==> src/rtl/interfpga_send_fifo_if.sv <==
// Host-side write port, status flags and nibble link lines of the buffered
// inter-FPGA transmitter.
interface interfpga_send_fifo_if #(
  parameter int unsigned AW = 3
);
  logic [7:0]  wr_data;
  logic        wr_en;
  logic        full;
  logic        empty;
  logic [AW:0] level;
  logic        overflow;
  logic        clr_overflow;
  logic        busy;
  logic [3:0]  data_o;
  logic        ctrl_o;

  modport master (
    output wr_data, wr_en, clr_overflow,
    input  full, empty, level, overflow, busy, data_o, ctrl_o
  );

  modport slave (
    input  wr_data, wr_en, clr_overflow,
    output full, empty, level, overflow, busy, data_o, ctrl_o
  );
endinterface

==> src/rtl/interfpga_send_fifo.sv <==
// Buffered transmitter for the 4-bit nibble link: bytes are queued in a FIFO
// and sent back-to-back as 4-cycle ctrl-high frames separated by a ctrl-low gap.
module interfpga_send_fifo #(
  parameter int unsigned DEPTH      = 8,
  parameter int unsigned AW         = 3,
  parameter int unsigned GAP_CYCLES = 1
) (
  input  logic                  clk,
  input  logic                  reset,
  interfpga_send_fifo_if.slave  bus
);
  localparam int unsigned LW = AW + 1;
  localparam int unsigned GW = (GAP_CYCLES < 2) ? 1 : $clog2(GAP_CYCLES + 1);

  localparam logic [1:0] S_IDLE = 2'd0;
  localparam logic [1:0] S_SEND = 2'd1;
  localparam logic [1:0] S_GAP  = 2'd2;

  logic [7:0]    mem [DEPTH];
  logic [AW-1:0] wr_ptr, rd_ptr;
  logic [LW-1:0] level_q, level_d;
  logic          full_q, empty_q, overflow_q, busy_q, ctrl_q;
  logic [3:0]    data_q;

  logic [1:0]    state_q, state_d;
  logic [1:0]    sub_q, sub_d;
  logic [GW-1:0] gap_q, gap_d;
  logic [7:0]    tx_byte_q, tx_byte_d;
  logic          push_c, pop_c, ctrl_d;
  logic [3:0]    data_d;

  assign push_c = bus.wr_en & ~full_q;

  // Storage array, no reset needed: validity is tracked by the pointers.
  always_ff @(posedge clk) begin
    if (push_c) mem[wr_ptr] <= bus.wr_data;
  end

  // Next state, pop decision and next link outputs.
  always_comb begin
    state_d   = state_q;
    sub_d     = sub_q;
    gap_d     = gap_q;
    pop_c     = 1'b0;
    tx_byte_d = tx_byte_q;
    ctrl_d    = 1'b0;
    data_d    = 4'h0;

    case (state_q)
      S_IDLE: begin
        if (!empty_q) begin
          state_d = S_SEND;
          sub_d   = 2'd0;
          pop_c   = 1'b1;
        end
      end
      S_SEND: begin
        if (sub_q == 2'd3) begin
          state_d = S_GAP;
          gap_d   = GW'(1);
        end else begin
          sub_d = sub_q + 2'd1;
        end
      end
      S_GAP: begin
        if (gap_q == GW'(GAP_CYCLES)) begin
          if (!empty_q) begin
            state_d = S_SEND;
            sub_d   = 2'd0;
            pop_c   = 1'b1;
          end else begin
            state_d = S_IDLE;
          end
        end else begin
          gap_d = gap_q + GW'(1);
        end
      end
      default: state_d = S_IDLE;
    endcase

    if (pop_c) tx_byte_d = mem[rd_ptr];

    // Low nibble on sub 0/1, high nibble on sub 2/3.
    if (state_d == S_SEND) begin
      ctrl_d = 1'b1;
      data_d = sub_d[1] ? tx_byte_d[7:4] : tx_byte_d[3:0];
    end

    level_d = level_q + LW'(push_c) - LW'(pop_c);
  end

  always_ff @(posedge clk or posedge reset) begin
    if (reset) begin
      state_q    <= S_IDLE;
      sub_q      <= 2'd0;
      gap_q      <= '0;
      tx_byte_q  <= 8'h00;
      wr_ptr     <= '0;
      rd_ptr     <= '0;
      level_q    <= '0;
      full_q     <= 1'b0;
      empty_q    <= 1'b1;
      overflow_q <= 1'b0;
      busy_q     <= 1'b0;
      ctrl_q     <= 1'b0;
      data_q     <= 4'h0;
    end else begin
      state_q   <= state_d;
      sub_q     <= sub_d;
      gap_q     <= gap_d;
      tx_byte_q <= tx_byte_d;
      if (push_c) wr_ptr <= wr_ptr + AW'(1);
      if (pop_c)  rd_ptr <= rd_ptr + AW'(1);
      level_q <= level_d;
      full_q  <= (level_d == LW'(DEPTH));
      empty_q <= (level_d == '0);
      // A dropped write wins over a same-cycle clear.
      if (bus.wr_en && full_q)  overflow_q <= 1'b1;
      else if (bus.clr_overflow) overflow_q <= 1'b0;
      busy_q <= (state_d != S_IDLE) | (level_d != '0);
      ctrl_q <= ctrl_d;
      data_q <= data_d;
    end
  end

  assign bus.full     = full_q;
  assign bus.empty    = empty_q;
  assign bus.level    = level_q;
  assign bus.overflow = overflow_q;
  assign bus.busy     = busy_q;
  assign bus.ctrl_o   = ctrl_q;
  assign bus.data_o   = data_q;
endmodule
==> src/flat_wrapper.sv <==
// flat-port wrapper written by rule: the top's interface ports become plain ports
module interfpga_send_fifo_flat 
#(
  parameter int unsigned DEPTH      = 8,
  parameter int unsigned AW         = 3,
  parameter int unsigned GAP_CYCLES = 1
)
  (clk, reset, bus_wr_data, bus_wr_en, bus_clr_overflow, bus_full, bus_empty, bus_level, bus_overflow, bus_busy, bus_data_o, bus_ctrl_o);
  interfpga_send_fifo_if #(.AW(AW)) bus_i ();
  input  logic clk;
  input  logic reset;
  input wire logic [$bits(bus_i.wr_data)-1:0] bus_wr_data;
  input wire logic [$bits(bus_i.wr_en)-1:0] bus_wr_en;
  input wire logic [$bits(bus_i.clr_overflow)-1:0] bus_clr_overflow;
  output wire logic [$bits(bus_i.full)-1:0] bus_full;
  output wire logic [$bits(bus_i.empty)-1:0] bus_empty;
  output wire logic [$bits(bus_i.level)-1:0] bus_level;
  output wire logic [$bits(bus_i.overflow)-1:0] bus_overflow;
  output wire logic [$bits(bus_i.busy)-1:0] bus_busy;
  output wire logic [$bits(bus_i.data_o)-1:0] bus_data_o;
  output wire logic [$bits(bus_i.ctrl_o)-1:0] bus_ctrl_o;
  assign bus_i.wr_data = bus_wr_data;
  assign bus_i.wr_en = bus_wr_en;
  assign bus_i.clr_overflow = bus_clr_overflow;
  assign bus_full = bus_i.full;
  assign bus_empty = bus_i.empty;
  assign bus_level = bus_i.level;
  assign bus_overflow = bus_i.overflow;
  assign bus_busy = bus_i.busy;
  assign bus_data_o = bus_i.data_o;
  assign bus_ctrl_o = bus_i.ctrl_o;
  interfpga_send_fifo #(.DEPTH(DEPTH), .AW(AW), .GAP_CYCLES(GAP_CYCLES)) u_core (.clk(clk), .reset(reset), .bus(bus_i));
endmodule
==> config.mk <==
export PLATFORM = sky130hd
export DESIGN_NAME = interfpga_send_fifo_flat
export DESIGN_NICKNAME = d
export VERILOG_FILES = /design/src/rtl/interfpga_send_fifo_if.sv /design/src/rtl/interfpga_send_fifo.sv /design/src/flat_wrapper.sv
export SDC_FILE = /design/constraint.sdc
export NUM_CORES = 1
export LEC_CHECK = 0
export ABC_AREA = 0
export BUFFER_PORTS_ARGS = -buffer_cell sky130_fd_sc_hd__buf_2
export CELL_PAD_IN_SITES_DETAIL_PLACEMENT = 1
export CELL_PAD_IN_SITES_GLOBAL_PLACEMENT = 2
export CORE_MARGIN = 1.5
export CORE_UTILIZATION = 43
export CTS_CLUSTER_SIZE = 10
export DETAILED_ROUTE_END_ITERATION = 10
export GPL_TIMING_DRIVEN = 0
export PLACE_DENSITY = 0.84
export RECOVER_POWER = 100
export REMOVE_ABC_BUFFERS = 1
export SETUP_SLACK_MARGIN = 0.2
export SLEW_MARGIN = 20
export SYNTH_ARGS = -nofsm -noshare
export SYNTH_HDL_FRONTEND = slang
export SYNTH_SLANG_ARGS = --single-unit
==> constraint.sdc <==
create_clock -name clk -period 3.8 [get_ports clk]
set_clock_uncertainty 0.1 [all_clocks]
set_input_delay 0.38 -clock clk [delete_from_list [all_inputs] [get_ports clk]]
set_output_delay 0.38 -clock clk [all_outputs]
set_load 0.005 [all_outputs]
==> impl_metrics.csv, run 1 <==
group,metric,value,unit
timing,tightest_slew,1.21,ns
run_status,outcome,"complete, no violations",
route,via_per_inst,5.31,
power_and_ir_drop,power-per-cell-area,796,mW/mm^2
timing,holdWs,0.0907,ns
synthesis,netlist.area_leader.share,0.497,
synthesis,synth_common_cells,"edfxtp_1 (64), mux2i_1 (33), dfrtp_1 (31), nand2_1 (31), a22oi_1 (19)",
place,dp_cells,392,
global_route,gr-usage-met2,0.290,
global_route,grt_util_met1,0.205,
worst_setup_path,critPathTopFamily,"simple AND/OR/NAND/NOR gates",
route,routedWlPerCell,18.4,um
power_and_ir_drop,p_leak,0.00171,uW
route,final_antenna_net_count,0,
timing,final-max-slew-violation-count,0,
flow_run,drv_cap,0,
synthesis,netlist_instances,269,
floorplan,dieArea,0.00956,sq mm
finish,post_layout_nonfiller_instances,408,
clock_tree,cts_made_buffers,9,
synthesis,synth-seq-cells,96,
worst_setup_path,required,3.94,ns
global_route,grt_start_max_net_pins,33,
clock_tree,cts_tree,"yes",
worst_setup_path,cp_num_buf_inv,4,
worst_setup_path,worstSetupEndpointType,"register",
floorplan,ios,25,
timing,max_slew_margin,0.192,
synthesis,synth-main-ff-cell,"edfxtp_1",
floorplan,start_util,0.443,
timing,setup_viol,0,
global_route,met3_usage,0.0379,
worst_setup_path,ff2ff_setup_slack,0.48,ns
timing,period_needed,3.32,ns
worst_setup_path,cp-start-kind,"register",
place,place_area,0.00411,sq mm
clock_tree,clockBufferDepth,2,
worst_setup_path,criticalPathCategory,"register to register",
timing,final_hold_viol_count,0,
clock_tree,h-tree-depth,3,
worst_setup_path,crit_arrival,3.46,ns
place,port-buffer-count,24,
floorplan,rows,34,
floorplan,core_region_area,0.00872,sq mm
hold_path,hp-class,"input port to register",
floorplan,dieWidth,97.8,um
finish,areaGrowthSynthToFinish,11.3,%
synthesis,yosysWarnings,0,
synthesis,synth_top_area_cell,"edfxtp_1",
finish,fill_cells,870,
route,first_pass_iters,4,
worst_setup_path,path_depth,11,
timing,fmax,301,MHz
timing,setup_tns,0,ns
synthesis,yosysMostFrequentCell,"edfxtp_1",
power_and_ir_drop,ir_drop,0.000362,V
clock_tree,path_clk_slew,0.09,ns
clock_tree,clockRootBuffer,"clkbuf_8",
global_route,grt-ovfl-total,0,
timing,finalCritPeriodShare,0.874,
route,drt_wl_total,7510,um
global_route,grt.busiest_layer,"met2",
worst_setup_path,slowest_delay,0.47,ns
clock_tree,insertion_delay,0.37,ns
worst_setup_path,cp_common_cell,"inv_1",
clock_tree,clock_sinks,96,
synthesis,synth_async_sr_flop_share,0.333,
place,hpwl,4830,um
worst_setup_path,r2r_cells,11,
global_route,first_global_vias,2311,
route,dr.first_iter.drc_count,68,
global_route,grt_use_total,0.170,
worst_setup_path,critPathSlowestCell,"fa_1",
finish,final_core_util,0.493,
finish,antenna_cells,0,
finish,drive_gt1_frac,0.120,
worst_setup_path,cp_cell_sequence,"nor2b_1 -> or3_4 -> inv_4 -> ha_1 -> inv_1 -> ha_1 -> inv_1 -> fa_1 -> inv_1 -> or3_1 -> or4_1",
route,vias,2166,
timing,rsz0062_at_grt,"no",
floorplan,die_y,97.8,um
synthesis,netlist-cell-type-count,31,
place,place_congestion,0.701,
hold_path,hold_depth,2,
global_route,grt_antenna_before_repair,0,
finish,nets,314,
synthesis,synthTopCellsByArea,"edfxtp_1 (50%), dfrtp_1 (20%), mux2i_1 (8.5%)",
synthesis,synth_edf_count,64,
synthesis,synthesis.area,0.00386,sq mm
finish,stdcell_area,0.00430,sq mm
global_route,grt_pass1_wl,12100,um
synthesis,syn_avg_cell_area,14.4,sq um
synthesis,yosysSeqAreaShare,0.705,
route,drc,0,
worst_setup_path,cp_max_fo,13,
worst paths after layout:
kind | to | start
setup reg to reg | u_core.bus.busy | u_core.state_q[1]
hold reg to reg | u_core.tx_byte_q[7] | u_core.tx_byte_q[7]
setup / recovery | u_core.bus.busy | u_core.state_q[1]
min in group asynchronous | u_core.wr_ptr[1] | reset
max in group asynchronous | u_core.rd_ptr[0] | reset
hold / removal | u_core.bus.overflow | bus_clr_overflow
cell families (layout without fill, tap and decap cells):
family | after synthesis | in the layout | share of synthesized area
DFF | 96 | 96 | 0.705
and+or+nand+nor | 66 | 66 | 0.0774
muxes | 34 | 34 | 0.0884
AOI/OAI and AO/OA | 33 | 33 | 0.0576
buffers and inverters | 24 | 55 | 0.0266
xor gates and xnor gates | 9 | 9 | 0.0204
adders and majority gates | 7 | 7 | 0.0246
repair_timing:
action | 4_1_cts | 5_1_grt
pin swaps | 0 | 0
gates resized for setup | 1 | 1
hold buffers | 0 | 0
setup buffers | 0 | 0
endpoints found under the setup margin | 1 | 1
area by class of cell:
type / instances / area (sq um) / area share
flip-flops and latches: 96 / 2730 / 0.634
multi-input cells: 149 / 1040 / 0.241
repair buffers: 27 / 136 / 0.0317
well taps: 108 / 135 / 0.0314
clock buffers: 10 / 128 / 0.0297
clock inverters: 6 / 91.3 / 0.0212
inverters: 12 / 47.5 / 0.0111
sequential cells by signal, summed over array words and instances (netlist names), 2 cells and up:
signal	cells
u_core.rd_ptr	3
u_core.state_q	2
u_core.bus.data_o	4
u_core.wr_ptr	3
u_core.mem	64
u_core.sub_q	2
u_core.bus.level	4
u_core.tx_byte_q	8
worst reg2reg max path, cell delays in order (launching register included):
cell and delay [ns]:
dfrtp_1 0.45, nor2b_1 0.16, or3_4 0.43, inv_4 0.18, ha_1 0.25, inv_1 0.06
ha_1 0.15, inv_1 0.06, fa_1 0.47, inv_1 0.05, or3_1 0.37, or4_1 0.47
report_power, final:
part,switching (uW),internal [uW],total (uW)
Clock,358,376,734
Sequential,173,1380,1560
Combinational,659,472,1130
Total,1190,2230,3420
placed cells by master (no fill, tap or decap), drive strengths merged:
cell and count:
nand2 31, bufinv 2, a21oi 5, xor2 3, buf 16, nand2b 5
or3 2, o22ai 3, dfrtp 31, xnor2 6, fa 1, nor2 11
o21ai 5, a21o 1, mux2 1, edfxtp 64, clkinv 2, a22oi 19
mux2i 33, nand3 8, inv 14, or4 1, and2 1, and2b 1
dfstp 1, nor2b 4, nor3 2, ha 6, clkbuf 21
layer usage:
layer,up-vias,routed length [um],share of wire
met5,-,0,0
met4,0,176,0.023
met3,14,201,0.027
met2,34,3870,0.51
met1,1095,3270,0.43
li1,1023,-,-
per-stage QoR:
| stage | setup WS, ns | total power [uW] |
|---|---|---|
| 2_1_floorplan | 0.573 | 2350 |
| 3_3_place_gp | 0.220 | 2660 |
| 3_5_place_dp | 0.182 | 2730 |
| 4_1_cts | 0.244 | 3480 |
| 5_1_grt | 0.274 | 3670 |
| 6_report | 0.478 | 3420 |
(Power assumes the default switching activity.)
==> run 2: changes to the inputs <==
Settings changed: PLACE_DENSITY 0.84 to 0.88.
==> run 2 against run 1 <==
Against the previous run: final area rose by 0.96%; total power rose by 3.5%; largest power group unchanged; utilization rose by 0.47 points; sequential power barely moved; register-to-register slack improved by 0.03 ns; via count fell by 1.2%.
==> impl_metrics.csv, run 2 (same netlist as run 1, synthesis figures left out) <==
group,metric,value,unit
worst_setup_path,reg2reg_from,"u_core.state_q[1]",
power_and_ir_drop,intPower,2360,uW
global_route,grt_antenna_before_repair,0,
route,first_pass_iters,4,
worst_setup_path,ff2ff_setup_slack,0.51,ns
timing,setup_tns,0,ns
finish,drive_gt1_frac,0.117,
route,drt_wl_total,7600,um
clock_tree,postCtsSetupBuffers,0,
worst_setup_path,critPathSlowestCell,"fa_1",
worst_setup_path,critPathTopFamily,"simple AND/OR/NAND/NOR gates",
worst_setup_path,r2r-end,"u_core.bus.busy",
place,hpwl,5080,um
global_route,grt_start_max_net_pins,33,
worst_setup_path,cp_cell_sequence,"nor2b_1 -> or3_4 -> inv_4 -> ha_1 -> inv_1 -> ha_1 -> inv_1 -> fa_1 -> inv_1 -> or3_1 -> or4_1",
power_and_ir_drop,p_sw,1180,uW
finish,final_cell_mix,"edfxtp_1 (64), mux2i_1 (33), nand2_1 (31)",
clock_tree,insertion_delay,0.35,ns
worst_setup_path,criticalPathCategory,"register to register",
flow_run,drv_cap,0,
worst_setup_path,cp_common_cell,"inv_1",
worst_setup_path,cp_max_fo,13,
route,vias,2140,
worst_setup_path,crit_arrival,3.42,ns
power_and_ir_drop,swShare,0.334,
hold_path,hold_end,"u_core.bus.overflow",
finish,top_register,"u_core.mem",
floorplan,ios,25,
floorplan,dieWidth,97.8,um
hold_path,hold_start,"bus_clr_overflow",
route,drc,0,
floorplan,core_region_area,0.00872,sq mm
worst_setup_path,r2r_cells,11,
finish,areaGrowthSynthToFinish,12.4,%
finish,nets,314,
hold_path,hold_depth,2,
hold_path,hp-class,"input port to register",
power_and_ir_drop,fin_total_pwr,3540,uW
global_route,grt_pass1_wl,12300,um
clock_tree,cts_made_buffers,9,
worst_setup_path,cp_num_buf_inv,4,
route,routedWlPerCell,18.6,um
clock_tree,path_clk_slew,0.09,ns
power_and_ir_drop,ir_drop,0.000379,V
finish,antenna_cells,0,
power_and_ir_drop,p_seq_frac,0.445,
timing,final-max-slew-violation-count,0,
power_and_ir_drop,pwr-share-clk,0.237,
global_route,grt_use_total,0.170,
worst_setup_path,slowest_delay,0.47,ns
route,dr.first_iter.drc_count,73,
finish,final_common_cell,"edfxtp_1",
worst_setup_path,cp-start-kind,"register",
place,port-buffer-count,24,
worst_setup_path,worstSetupEndpointType,"register",
finish,final_core_util,0.498,
finish,reg_top3,"u_core.mem (64), u_core.tx_byte_q (8)",
floorplan,start_util,0.443,
timing,max_slew_margin,0.192,
global_route,grt-ovfl-total,0,
clock_tree,clockBufferDepth,2,
power_and_ir_drop,combinationalPowerShare,0.318,
timing,fmax,304,MHz
place,place_congestion,0.695,
run_status,outcome,"complete, no violations",
floorplan,rows,34,
clock_tree,cts_tree,"yes",
timing,rsz0062_at_grt,"no",
clock_tree,h-tree-depth,3,
timing,period_needed,3.29,ns
route,via_per_inst,5.25,
floorplan,dieArea,0.00956,sq mm
route,final_antenna_net_count,0,
timing,setup_viol,0,
timing,tightest_slew,1.21,ns
clock_tree,clockRootBuffer,"clkbuf_8",
timing,final_hold_viol_count,0,
power_and_ir_drop,power-per-cell-area,815,mW/mm^2
global_route,first_global_vias,2255,
finish,largest_register_ffs,64,
power_and_ir_drop,p_leak,0.00173,uW
floorplan,die_y,97.8,um
clock_tree,clock_sinks,96,
timing,finalCritPeriodShare,0.866,
worst_setup_path,required,3.93,ns
run 2: cell types whose count changed in the layout (fill, tap and decap cells not counted), sizes merged:
cell    before  now
bufinv       2    4
inv         14   12
run 2: layout make-up:
class,instances,area (sq um)
Multi-Input combinational cell,149,1040
Fill cell,856,4380
Inverter,12,47.5
Tap cell,108,135
Sequential cell,96,2730
Timing Repair Buffer,27,136
Clock inverter,6,133
Clock buffer,10,128
run 2: what timing repair did:
item	4_1_cts	5_1_grt
resized for setup	0	2
hold buffers	0	0
endpoints found under the hold margin	0	0
endpoints found under the setup margin	0	1
run 2: per-layer routing:
metal / GRT usage / routed length [um] / vias to the layer above / share of wire
met5: 0 / 0 / - / 0
met4: 0.0593 / 97 / 0 / 0.013
met3: 0.0258 / 202 / 8 / 0.027
met2: 0.284 / 3930 / 26 / 0.52
met1: 0.230 / 3370 / 1088 / 0.44
li1: - / - / 1018 / -
run 2: power by group through the flow:
stage | Sequential, uW | Clock (uW) | Combinational, uW
after floorplan | 1590 | 0 | 760
after global placement | 1630 | 0 | 1030
after detailed placement | 1600 | 0 | 1140
after CTS | 1580 | 862 | 1150
after global routing | 1620 | 895 | 1280
final | 1570 | 841 | 1130
run 2: worst max path at each step:
stage	start	to	cells after the start
floorplan	u_core.state_q[1]	u_core.bus.busy	11
global placement	u_core.state_q[1]	u_core.bus.busy	11
detailed placement	u_core.state_q[1]	u_core.bus.busy	11
CTS	u_core.state_q[1]	u_core.bus.busy	11
global route	u_core.state_q[1]	u_core.bus.busy	11
finish	u_core.state_q[1]	u_core.bus.busy	11
run 2: through the flow:
stage	setup slack [ns]	std cells	instance area (sq um)	hold slack, ns
2_1_floorplan	0.573	257	3810	0.346
3_3_place_gp	0.238	389	4060	0.361
3_5_place_dp	0.239	392	4110	0.372
4_1_cts	0.222	408	4370	0.0310
5_1_grt	0.317	408	4340	0.118
6_report	0.509	408	4340	0.112
